===== src/rtl/vend_credit_ctrl_pkg.sv =====
// Shared types and coin table for the vending credit controller family.
// The coin table is ascending and every entry is a multiple of the smallest
// coin. This guarantees that any credit built from these coins can be paid
// back exactly by the greedy change picker.
package vend_pkg;

    typedef enum logic [1:0] {
        IDLE   = 2'd0,
        ACCUM  = 2'd1,
        VEND   = 2'd2,
        CHANGE = 2'd3
    } state_t;

    localparam int MAX_COINS = 8;

    localparam int unsigned COIN_VAL [MAX_COINS] = '{1, 5, 10, 25, 50, 100, 200, 500};

    // Returns the value of coin idx; indices past the table read as zero.
    function automatic int unsigned coin_value(input int idx);
        if (idx >= 0 && idx < MAX_COINS) begin
            return COIN_VAL[idx];
        end
        return 0;
    endfunction

    // Checks the first n table entries: strictly ascending, with a non-zero
    // base coin that divides every other coin.
    function automatic bit coin_table_ok(input int n);
        if (n < 1 || n > MAX_COINS || COIN_VAL[0] == 0) begin
            return 1'b0;
        end
        for (int i = 1; i < n; i++) begin
            if (COIN_VAL[i] <= COIN_VAL[i-1]) return 1'b0;
            if ((COIN_VAL[i] % COIN_VAL[0]) != 0) return 1'b0;
        end
        return 1'b1;
    endfunction

endpackage


===== src/rtl/vend_credit_ctrl_if.sv =====
// Handshake bundle between the credit controller and its neighbours: coin
// debouncers, the dispenser and the change hopper.
// The controller uses the master modport because it originates the vend
// and change requests. The environment side uses the slave modport.
interface vend_credit_ctrl_if #(
    parameter int N_COINS  = 4,
    parameter int CREDIT_W = 8
);
    localparam int IDX_W = (N_COINS > 1) ? $clog2(N_COINS) : 1;

    logic [N_COINS-1:0]  coin;
    logic                cancel;
    logic                vend_valid;
    logic                vend_ack;
    logic                chg_valid;
    logic [IDX_W-1:0]    chg_idx;
    logic                chg_ready;
    logic                coin_reject;
    logic [CREDIT_W-1:0] credit;
    logic                busy;

    modport master (
        input  coin, cancel, vend_ack, chg_ready,
        output vend_valid, chg_valid, chg_idx, coin_reject, credit, busy
    );

    modport slave (
        output coin, cancel, vend_ack, chg_ready,
        input  vend_valid, chg_valid, chg_idx, coin_reject, credit, busy
    );

endinterface


===== src/rtl/vend_credit_ctrl_chg_select.sv =====
// Greedy change picker. For a given credit, it selects the largest coin that
// does not exceed the credit. The picker is purely combinational, so the
// hopper tester can reuse it on its own.
module chg_select
    import vend_pkg::*;
#(
    parameter int N_COINS  = 4,
    parameter int CREDIT_W = 8,
    parameter int IDX_W    = 2
) (
    input  logic [CREDIT_W-1:0] credit_i,
    output logic [IDX_W-1:0]    idx_o,
    output logic [CREDIT_W-1:0] value_o
);

    // The table is ascending, so the last coin that fits is the largest one.
    always_comb begin
        idx_o   = '0;
        value_o = CREDIT_W'(coin_value(0));
        for (int i = 0; i < N_COINS; i++) begin
            if (coin_value(i) <= 32'(credit_i)) begin
                idx_o   = IDX_W'(i);
                value_o = CREDIT_W'(coin_value(i));
            end
        end
    end

endmodule


===== src/rtl/vend_credit_ctrl.sv =====
// Vending-machine credit controller. It accumulates one-cycle coin pulses up
// to PRICE and handshakes a vend with the dispenser. It then pays back any
// remainder one greedy coin at a time through the change hopper.
// Optional feature: define VEND_REFUND_EN so that cancel in ACCUM refunds
// the whole credit as change. Without the macro, cancel is ignored.
module vend_credit_ctrl
    import vend_pkg::*;
#(
    parameter int N_COINS  = 4,
    parameter int CREDIT_W = 8,
    parameter int PRICE    = 30
) (
    input  logic               clk,
    input  logic               res,
    vend_credit_ctrl_if.master bus
);

    localparam int IDX_W = (N_COINS > 1) ? $clog2(N_COINS) : 1;
    // The coin table tops out below 1024, so 10 spare bits hold any sum.
    localparam int SUM_W = CREDIT_W + 10;
    localparam logic [CREDIT_W-1:0] PRICE_C = CREDIT_W'(PRICE);

    if (CREDIT_W < 1 || CREDIT_W > 30) begin : g_bad_width
        $error("vend_credit_ctrl: CREDIT_W must be in 1..30");
    end
    if (PRICE <= 0 || PRICE >= (1 << CREDIT_W)) begin : g_bad_price
        $error("vend_credit_ctrl: PRICE must fit in the credit register");
    end
    if ((PRICE % int'(COIN_VAL[0])) != 0) begin : g_bad_multiple
        $error("vend_credit_ctrl: PRICE must be a multiple of the base coin");
    end
    if (!coin_table_ok(N_COINS)) begin : g_bad_table
        $error("vend_credit_ctrl: coin table must ascend in multiples of the base coin");
    end

    state_t              state_q, state_d;
    logic [CREDIT_W-1:0] credit_q, credit_d;
    logic                reject_q, reject_d;

    logic [SUM_W-1:0]    coinVal;
    logic [SUM_W-1:0]    sumWide;
    logic                coinAny;
    logic                coinMulti;
    logic                overflow;
    logic                reachPrice;
    logic                cancelHit;
    logic [IDX_W-1:0]    chgIdx;
    logic [CREDIT_W-1:0] chgValue;

    chg_select #(
        .N_COINS  (N_COINS),
        .CREDIT_W (CREDIT_W),
        .IDX_W    (IDX_W)
    ) u_chg_select (
        .credit_i (credit_q),
        .idx_o    (chgIdx),
        .value_o  (chgValue)
    );

`ifdef VEND_REFUND_EN
    assign cancelHit = bus.cancel && (state_q == ACCUM);
`else
    logic unusedCancel;
    assign unusedCancel = bus.cancel;
    assign cancelHit    = 1'b0;
`endif

    // Decode the coin pulse, then choose the next state, credit and reject flag.
    always_comb begin
        coinVal    = '0;
        for (int i = 0; i < N_COINS; i++) begin
            if (bus.coin[i]) coinVal = SUM_W'(coin_value(i));
        end
        coinAny    = |bus.coin;
        coinMulti  = $countones(bus.coin) > 1;
        sumWide    = SUM_W'(credit_q) + coinVal;
        overflow   = |sumWide[SUM_W-1:CREDIT_W];
        reachPrice = sumWide >= SUM_W'(PRICE);

        state_d    = state_q;
        credit_d   = credit_q;
        reject_d   = 1'b0;

        case (state_q)
            IDLE, ACCUM: begin
                if (cancelHit) begin
                    state_d  = CHANGE;
                    reject_d = coinAny;
                end else if (coinMulti) begin
                    reject_d = 1'b1;
                end else if (coinAny) begin
                    if (overflow) begin
                        reject_d = 1'b1;
                    end else begin
                        credit_d = sumWide[CREDIT_W-1:0];
                        state_d  = reachPrice ? VEND : ACCUM;
                    end
                end
            end
            VEND: begin
                reject_d = coinAny;
                if (bus.vend_ack) begin
                    credit_d = credit_q - PRICE_C;
                    state_d  = (credit_q != PRICE_C) ? CHANGE : IDLE;
                end
            end
            CHANGE: begin
                reject_d = coinAny;
                if (bus.chg_ready) begin
                    credit_d = credit_q - chgValue;
                    state_d  = (credit_q != chgValue) ? CHANGE : IDLE;
                end
            end
            default: begin
                state_d  = IDLE;
                credit_d = '0;
            end
        endcase
    end

    // State, credit and the registered reject pulse; reset drops any pending change.
    always_ff @(posedge clk or negedge res) begin
        if (!res) begin
            state_q  <= IDLE;
            credit_q <= '0;
            reject_q <= 1'b0;
        end else begin
            state_q  <= state_d;
            credit_q <= credit_d;
            reject_q <= reject_d;
        end
    end

    assign bus.vend_valid  = (state_q == VEND);
    assign bus.chg_valid   = (state_q == CHANGE);
    assign bus.chg_idx     = chgIdx;
    assign bus.coin_reject = reject_q;
    assign bus.credit      = credit_q;
    assign bus.busy        = (state_q == VEND) || (state_q == CHANGE);

endmodule

===== src/flat_wrapper.sv =====
// flat-port wrapper written by rule: the top's interface ports become plain ports
module vend_credit_ctrl_flat import vend_pkg::*;
#(
    parameter int N_COINS  = 4,
    parameter int CREDIT_W = 8,
    parameter int PRICE    = 30
)
  (clk, res, bus_coin, bus_cancel, bus_vend_ack, bus_chg_ready, bus_vend_valid, bus_chg_valid, bus_chg_idx, bus_coin_reject, bus_credit, bus_busy);
  vend_credit_ctrl_if #(.N_COINS(N_COINS), .CREDIT_W(CREDIT_W)) bus_i ();
  input  logic clk;
  input  logic res;
  input wire logic [$bits(bus_i.coin)-1:0] bus_coin;
  input wire logic [$bits(bus_i.cancel)-1:0] bus_cancel;
  input wire logic [$bits(bus_i.vend_ack)-1:0] bus_vend_ack;
  input wire logic [$bits(bus_i.chg_ready)-1:0] bus_chg_ready;
  output wire logic [$bits(bus_i.vend_valid)-1:0] bus_vend_valid;
  output wire logic [$bits(bus_i.chg_valid)-1:0] bus_chg_valid;
  output wire logic [$bits(bus_i.chg_idx)-1:0] bus_chg_idx;
  output wire logic [$bits(bus_i.coin_reject)-1:0] bus_coin_reject;
  output wire logic [$bits(bus_i.credit)-1:0] bus_credit;
  output wire logic [$bits(bus_i.busy)-1:0] bus_busy;
  assign bus_i.coin = bus_coin;
  assign bus_i.cancel = bus_cancel;
  assign bus_i.vend_ack = bus_vend_ack;
  assign bus_i.chg_ready = bus_chg_ready;
  assign bus_vend_valid = bus_i.vend_valid;
  assign bus_chg_valid = bus_i.chg_valid;
  assign bus_chg_idx = bus_i.chg_idx;
  assign bus_coin_reject = bus_i.coin_reject;
  assign bus_credit = bus_i.credit;
  assign bus_busy = bus_i.busy;
  vend_credit_ctrl #(.N_COINS(N_COINS), .CREDIT_W(CREDIT_W), .PRICE(PRICE)) u_core (.clk(clk), .res(res), .bus(bus_i));
endmodule

===== config.mk =====
export PLATFORM = sky130hd
export DESIGN_NAME = vend_credit_ctrl_flat
export DESIGN_NICKNAME = d
export VERILOG_FILES = /design/src/rtl/vend_credit_ctrl_pkg.sv /design/src/rtl/vend_credit_ctrl_if.sv /design/src/rtl/vend_credit_ctrl_chg_select.sv /design/src/rtl/vend_credit_ctrl.sv /design/src/flat_wrapper.sv
export SDC_FILE = /design/constraint.sdc
export NUM_CORES = 1
export LEC_CHECK = 0
export CAP_MARGIN = 10
export CORE_UTILIZATION = 30
export DETAILED_ROUTE_END_ITERATION = 12
export SYNTH_ARGS = -nofsm -noshare
export SYNTH_HDL_FRONTEND = slang
export SYNTH_SLANG_ARGS = --single-unit

===== constraint.sdc =====
create_clock -name clk -period 2.8 [get_ports clk]
set_clock_uncertainty 0.2 [all_clocks]
set_input_delay 0.7 -clock clk [delete_from_list [all_inputs] [get_ports clk]]
set_output_delay 0.7 -clock clk [all_outputs]
set_load 0.05 [all_outputs]

== Word-level counts from Yosys, hierarchy flattened ==
Index checks and enable logic that the tools add are counted.
Storage, ports and cells
  bits in registers: 11
  input port bits: 9
  output and inout bits: 14
Operators by class
  add/sub/neg operators: 6
  $lt $le $gt $ge: 6
  eq/ne operators: 10
  multiplexer cells: 46
  reduce and logical (&&, ||, !) cells: 7
Operator list (number)
  8-bit two-way mux: 9
  18-bit two-way mux: 3
  32-bit adder: 1
  32-bit by 2-bit greater-than comparator with 1-bit output (second input constant): 1
  8-bit case mux with 3 select lines: 1
  2-bit two-way mux: 10
  8-bit by 18-bit adder with 18-bit output: 1
  18-bit by 5-bit >= comparator with 1-bit output (second input constant): 1
  1-bit two-way mux: 15
  5-bit two-way mux: 2
  10-bit OR reduction: 1
  1-bit by 8-bit less-or-equal comparator with 1-bit output (first input constant): 1
  3-bit by 8-bit less-or-equal comparator with 1-bit output (first input constant): 1
  4-bit by 8-bit less-or-equal comparator with 1-bit output (first input constant): 1
  5-bit by 8-bit less-or-equal comparator with 1-bit output (first input constant): 1
  4-bit two-way mux: 2
  2-bit inequality test (second input constant): 4
  8-bit by 5-bit inequality test with 1-bit output (second input constant): 1
  8-bit inequality test: 1
  8-bit by 5-bit subtractor with 8-bit output (second input constant): 1
  8-bit subtractor: 1
  3-bit two-way mux: 2
  2-bit case mux with 3 select lines: 1
  5-bit AND reduction: 1
  9 further kinds: 12

== Depth between registers and ports, before layout ==
  depth after elaboration: 13
  depth in mapped cells: 14
  gate-level depth less buffers: 14

== Hierarchy ==
From an unflattened synthesis, not the netlist that was laid out.
Second synthesis, totals
  cell total of the unflattened synthesis: 198
  area total of the unflattened synthesis: 1591.5 um2
By module, submodules not included
  vend_credit_ctrl: instances 1, cells an instance 177, area an instance 1456.4 um2, sequential area each 275.3 um2
  chg_select: instances 1, cells an instance 21, area an instance 135.1 um2, sequential area each 0.0 um2

== Worst setup path before layout ==
OpenSTA, ideal clock, no wires.
  path type: flip-flop to flip-flop
  from: register u_core.credit_q[4], in the netlist u_core.bus.credit[4]
  to: register u_core.credit_q[7], in the netlist u_core.bus.credit[7]
  library setup time: 0.124 ns
  arrival: 3.288 ns
  setup slack: -0.813 ns
  cell stages (with the launch flop): 12
  path buffers: 1
  clock period less this slack: 3.613 ns
  cells stage by stage: dfrtp_1 > buf_6 > nor4_4 > nand2_1 > nand2_1 > ha_1 > nand3b_1 > nand2_1 > o211ai_1 > nand2_1 > o311a_1 > or2_1
On the way
  word-level cells in the longest chain between the ends: 8
RTL lines
  start: declaration: line vend_credit_ctrl.sv:37  | logic [CREDIT_W-1:0] credit_q, credit_d;
  start signal: assignment: line vend_credit_ctrl.sv:129  | credit_q <= credit_d;
  1-bit by 8-bit less-or-equal comparator with 1-bit output: line vend_credit_ctrl_chg_select.sv:21  | if (coin_value(i) <= 32'(credit_i)) begin
  8-bit two-way mux (4 in a row): line vend_credit_ctrl_chg_select.sv:21
  8-bit subtractor: line vend_credit_ctrl.sv:110  | credit_d = credit_q - chgValue;
  8-bit two-way mux: line vend_credit_ctrl.sv:109  | if (bus.chg_ready) begin
  8-bit case mux with 3 select lines: line vend_credit_ctrl.sv:84  | case (state_q)
Parallel ways exist; a longest one is shown, timed or not. The select of a mux whose other input is x is not followed.
A chain may end at the register's enable or synchronous reset.

== Final worst setup path ==
  from: input port bus_coin[1]
  to: register u_core.state_q[0]
On the way
  word-level cells in the longest chain between the ends: 10
RTL lines
  start: declaration: line flat_wrapper.sv:12  | input wire logic [$bits(bus_i.coin)-1:0] bus_coin;
  18-bit two-way mux (3 in a row): line vend_credit_ctrl.sv:72  | if (bus.coin[i]) coinVal = SUM_W'(coin_value(i));
  8-bit by 18-bit adder with 18-bit output: line vend_credit_ctrl.sv:76  | sumWide = SUM_W'(credit_q) + coinVal;
  18-bit by 5-bit >= comparator with 1-bit output: line vend_credit_ctrl.sv:78  | reachPrice = sumWide >= SUM_W'(PRICE);
  2-bit two-way mux: line vend_credit_ctrl.sv:96  | state_d = reachPrice ? VEND : ACCUM;
  2-bit two-way mux: line vend_credit_ctrl.sv:92  | if (overflow) begin
  2-bit two-way mux: line vend_credit_ctrl.sv:91  | end else if (coinAny) begin
  2-bit two-way mux: line vend_credit_ctrl.sv:89  | end else if (coinMulti) begin
  2-bit case mux with 3 select lines: line vend_credit_ctrl.sv:84
  end signal: assignment: line vend_credit_ctrl.sv:128  | state_q <= state_d;
  end: declaration: line vend_credit_ctrl.sv:36  | state_t state_q, state_d;
Parallel ways exist; a longest one is shown, timed or not. The select of a mux whose other input is x is not followed.

==> reports/qor.yml <==
status:
  run_status: "finished, final reports clean"
clock_tree:
  tritoncts.num_buffers: 3
  cts_sinks: 11
  cts.clk_slew.worst_paths_ns: 0.06
  cts_root_buf: "sky130_fd_sc_hd__clkbuf_8"
  clkLatencyLatePin_ns: 0.25
  post_cts_hold_buffer_count: 0
  max-clock-path-buffers: 2
  cts_tree: "yes"
  cts_htree_levels: 1
critical_path:
  capture_point_of_the_worst_reg_to_reg_path: "u_core.bus.credit[6]"
  path_depth: 13
  cp_slowest_cell: "sky130_fd_sc_hd__fa_2"
  reg2reg_depth: 13
  worstSetupStartpoint: "bus_coin[1]"
  r2r_setup_slack_ns: 0.02
  worstPathCellList: "buf_8 -> inv_6 -> ha_4 -> o21ai_2 -> ha_2 -> fa_2 -> buf_6 -> xor2_2 -> o211ai_1 -> nor4_2 -> nor4_4 -> a22oi_2 -> a21oi_2"
  critPathCaptureType: "register"
  worst_r2r_startpoint: "u_core.bus.credit[1]"
  crit_path_max_incr_delay_ns: 0.42
  crit_fanout: 3
  cp.required_ns: 2.74
  critical_path.top_delay_family: "adder cells"
  worst_setup_path_endpoint: "u_core.state_q[0]"
  critical_path_arrival_ns: 2.73
  critical_path.startpoint_type: "primary input"
  worstPathBufferInverterCount: 3
  worst-setup-path-type: "primary input to register"
synthesis:
  synthesis.area_sq_um: 1720
  ys_warn_count: 0
  yosysSeqAreaShare: 0.160
  synth_top_area_share: 0.160
  synth_enable_flop_cells: 0
  synth_ff_type: "sky130_fd_sc_hd__dfrtp_1"
  yosys-top-cells-area: "sky130_fd_sc_hd__dfrtp_1 16%, sky130_fd_sc_hd__ha_1 14%, sky130_fd_sc_hd__o21ai_0 6.1%"
  number_of_synthesized_register_bits: 11
  synthArstFlopShare: 1.00
  synthesis.instances: 221
  synthesis.nets: 252
  synth_cell_type_count: 55
  avgSynthCellArea_sq_um: 7.80
  yosys.area.top_type: "sky130_fd_sc_hd__dfrtp_1"
worst_hold_path:
  worstHoldPathType: "register to register"
timing:
  maxSlewHeadroom: 0.633
  layout_min_cycle_time_ns: 2.79
  max_slew.worst_pin.slew_ns: 0.549
  post-route-period-util: 0.998
  timing_hold_violations_final: 0
  slew_violations: 0
  achievable-frequency_mhz: 358
  rsz_0062_raised_after_global_routing: "yes"
  report.final.setup_viol: 0
power_and_ir_drop:
  total_power_uw: 3510
  pwr_density_cell_nw_per_um2: 1160
  static-leakage-power_uw: 0.00126
  vdd_ir_drop_max_mv: 0.612
route:
  route.antenna.remaining_nets: 0
  postRouteWirelength_um: 5900
  detail_route.iter0.violations: 198
  detailroute.via_count: 2043
  wl_per_cell_um: 15.6
  route.detailed.drc: 0
  dr.pass1.iters: 4
  detail_route.vias_per_cell: 5.39
floorplanning:
  fp.dieW_um: 77.8
  initial_core_util: 0.313
  die_y_um: 77.8
  ios: 23
  floorplan.die_area_sq_um: 6050
  row_count: 27
  coreArea_sq_um: 5510
layout:
  layout.cells.most_common_list: "75 x sky130_fd_sc_hd__buf_4, 14 x sky130_fd_sc_hd__nand2_1, 13 x sky130_fd_sc_hd__inv_1"
  final_cell_area_sq_um: 3020
  final_util: 0.548
  synthToLayoutAreaGrowth_pct: 74.9
  sequential_cell_area_sq_um: 284
  final_layout_size_suffix_gt1_frac: 0.518
  n_fill_cell: 479
  final_antenna_diode_count: 0
  multi_input_comb_area_sq_um: 1680
  fin_cells: 379
  finish.net_count: 339
  final_common_cell: "sky130_fd_sc_hd__buf_4"
global_routing:
  overflow_after_grt: 0
  grt_antenna_before_repair: 0
  track_usage: 0.184
  wire_length_of_the_first_global_routing_pass_um: 8890
  grt_start_max_net_pins: 16
  grt_pass1_vias: 1866
placed_design:
  placement.io_buffers: 21
  placed_area_sq_um: 2490
  hpwlAfterDp_um: 4020
  dp_cells: 358
  place.gp.congestion: 0.820
run:
  cap_violations: 0
state kept, by name, summed over array words and instances, names as in the netlist:
name                    count
u_core.bus.credit           8
u_core.bus.coin_reject      1
u_core.state_q              2
cells in the mapped netlist (2+ instances only):
cell / count
sky130_fd_sc_hd__a211oi_1: 2
sky130_fd_sc_hd__ha_1: 19
sky130_fd_sc_hd__fa_1: 3
sky130_fd_sc_hd__dfrtp_1: 11
sky130_fd_sc_hd__xor2_1: 2
sky130_fd_sc_hd__o211ai_1: 9
sky130_fd_sc_hd__nor4_1: 4
sky130_fd_sc_hd__o21a_1: 3
sky130_fd_sc_hd__a21oi_1: 18
sky130_fd_sc_hd__nand2_1: 18
sky130_fd_sc_hd__a21boi_0: 2
sky130_fd_sc_hd__clkbuf_1: 3
sky130_fd_sc_hd__nand4_1: 2
sky130_fd_sc_hd__o31ai_1: 2
sky130_fd_sc_hd__nand3_1: 7
sky130_fd_sc_hd__mux2i_1: 3
sky130_fd_sc_hd__or2_2: 2
sky130_fd_sc_hd__a31oi_1: 4
sky130_fd_sc_hd__nor2_1: 12
sky130_fd_sc_hd__nor3_1: 6
sky130_fd_sc_hd__o21ai_0: 21
sky130_fd_sc_hd__a21o_1: 2
sky130_fd_sc_hd__nor4_4: 2
sky130_fd_sc_hd__xnor2_1: 5
sky130_fd_sc_hd__inv_1: 18
sky130_fd_sc_hd__buf_2: 11
sky130_fd_sc_hd__a22oi_1: 2
cell type report:
type / count / share of cell area
clock buffer: 3 / 0.0137
clock inverter: 1 / 0.00166
inverter: 18 / 0.0266
multi-input combinational: 176 / 0.556
sequential: 11 / 0.0942
tap: 72 / 0.0299
timing repair buffer: 98 / 0.278
power by group:
group	internal, uW	switching [uW]
clock network	98.5	70.6
logic	1420	1580
registers	235	103
tightest hold or removal path: cells and delay by family (launching register included):
| family | cells | cell delay [ns] |
|---|---|---|
| AND/OR/NAND/NOR | 1 | 0.16 |
| flip-flops | 1 | 0.52 |
| AO/OA/AOI/OAI | 1 | 0.05 |
through the flow:
step / setup TNS, ns / hold WS (ns) / setup WS [ns]
after floorplan: -0.958 / 0.204 / -0.255
after detailed placement: -7.13 / 0.499 / -0.763
after global placement: -6.88 / 0.489 / -0.738
after CTS: 0 / 0.522 / 0.0134
final: 0 / 0.562 / 0.00524
after global routing: -0.342 / 0.594 / -0.0931
logic make-up (layout without fill, tap and decap cells):
family                     Yosys count  in the layout  share of synthesized area
buffers and inverters               34            120                     0.0885
and+or+nand+nor                     64             64                      0.216
muxes                                3              3                     0.0174
xor gates and xnor gates             7              7                     0.0356
AOI/OAI and AO/OA                   80             80                      0.310
DFF                                 11             11                      0.160
adders and majority gates           22             22                      0.173
metal layers:
metal,share of wire,vias up,track usage
li1,-,994,-
met1,0.46,987,0.251
met2,0.49,51,0.307
met3,0.044,11,0.0282
met4,0.013,0,0.0321
met5,0,-,0
worst min-delay path by stage:
stage                         start                endpoint  slack [ns]  cells past startpoint
5_1_grt        u_core.bus.credit[0]    u_core.bus.credit[0]        0.59                      2
3_3_place_gp   u_core.bus.credit[0]    u_core.bus.credit[0]        0.49                      2
4_1_cts        u_core.bus.credit[0]    u_core.bus.credit[0]        0.52                      2
2_1_floorplan                   res  u_core.bus.coin_reject        0.20                      0
6_report       u_core.bus.credit[0]    u_core.bus.credit[0]        0.56                      2
3_5_place_dp   u_core.bus.credit[0]    u_core.bus.credit[0]        0.50                      2
what timing repair did:
action / CTS / global route
pin swaps: 29 / 30
gates cloned: 1 / 0
setup buffers: 9 / 9
endpoints found under the hold margin: 0 / 0
resized for setup: 50 / 46
setup endpoints to repair: 11 / 12
No activity file was read; power rests on OpenSTA's default activity.
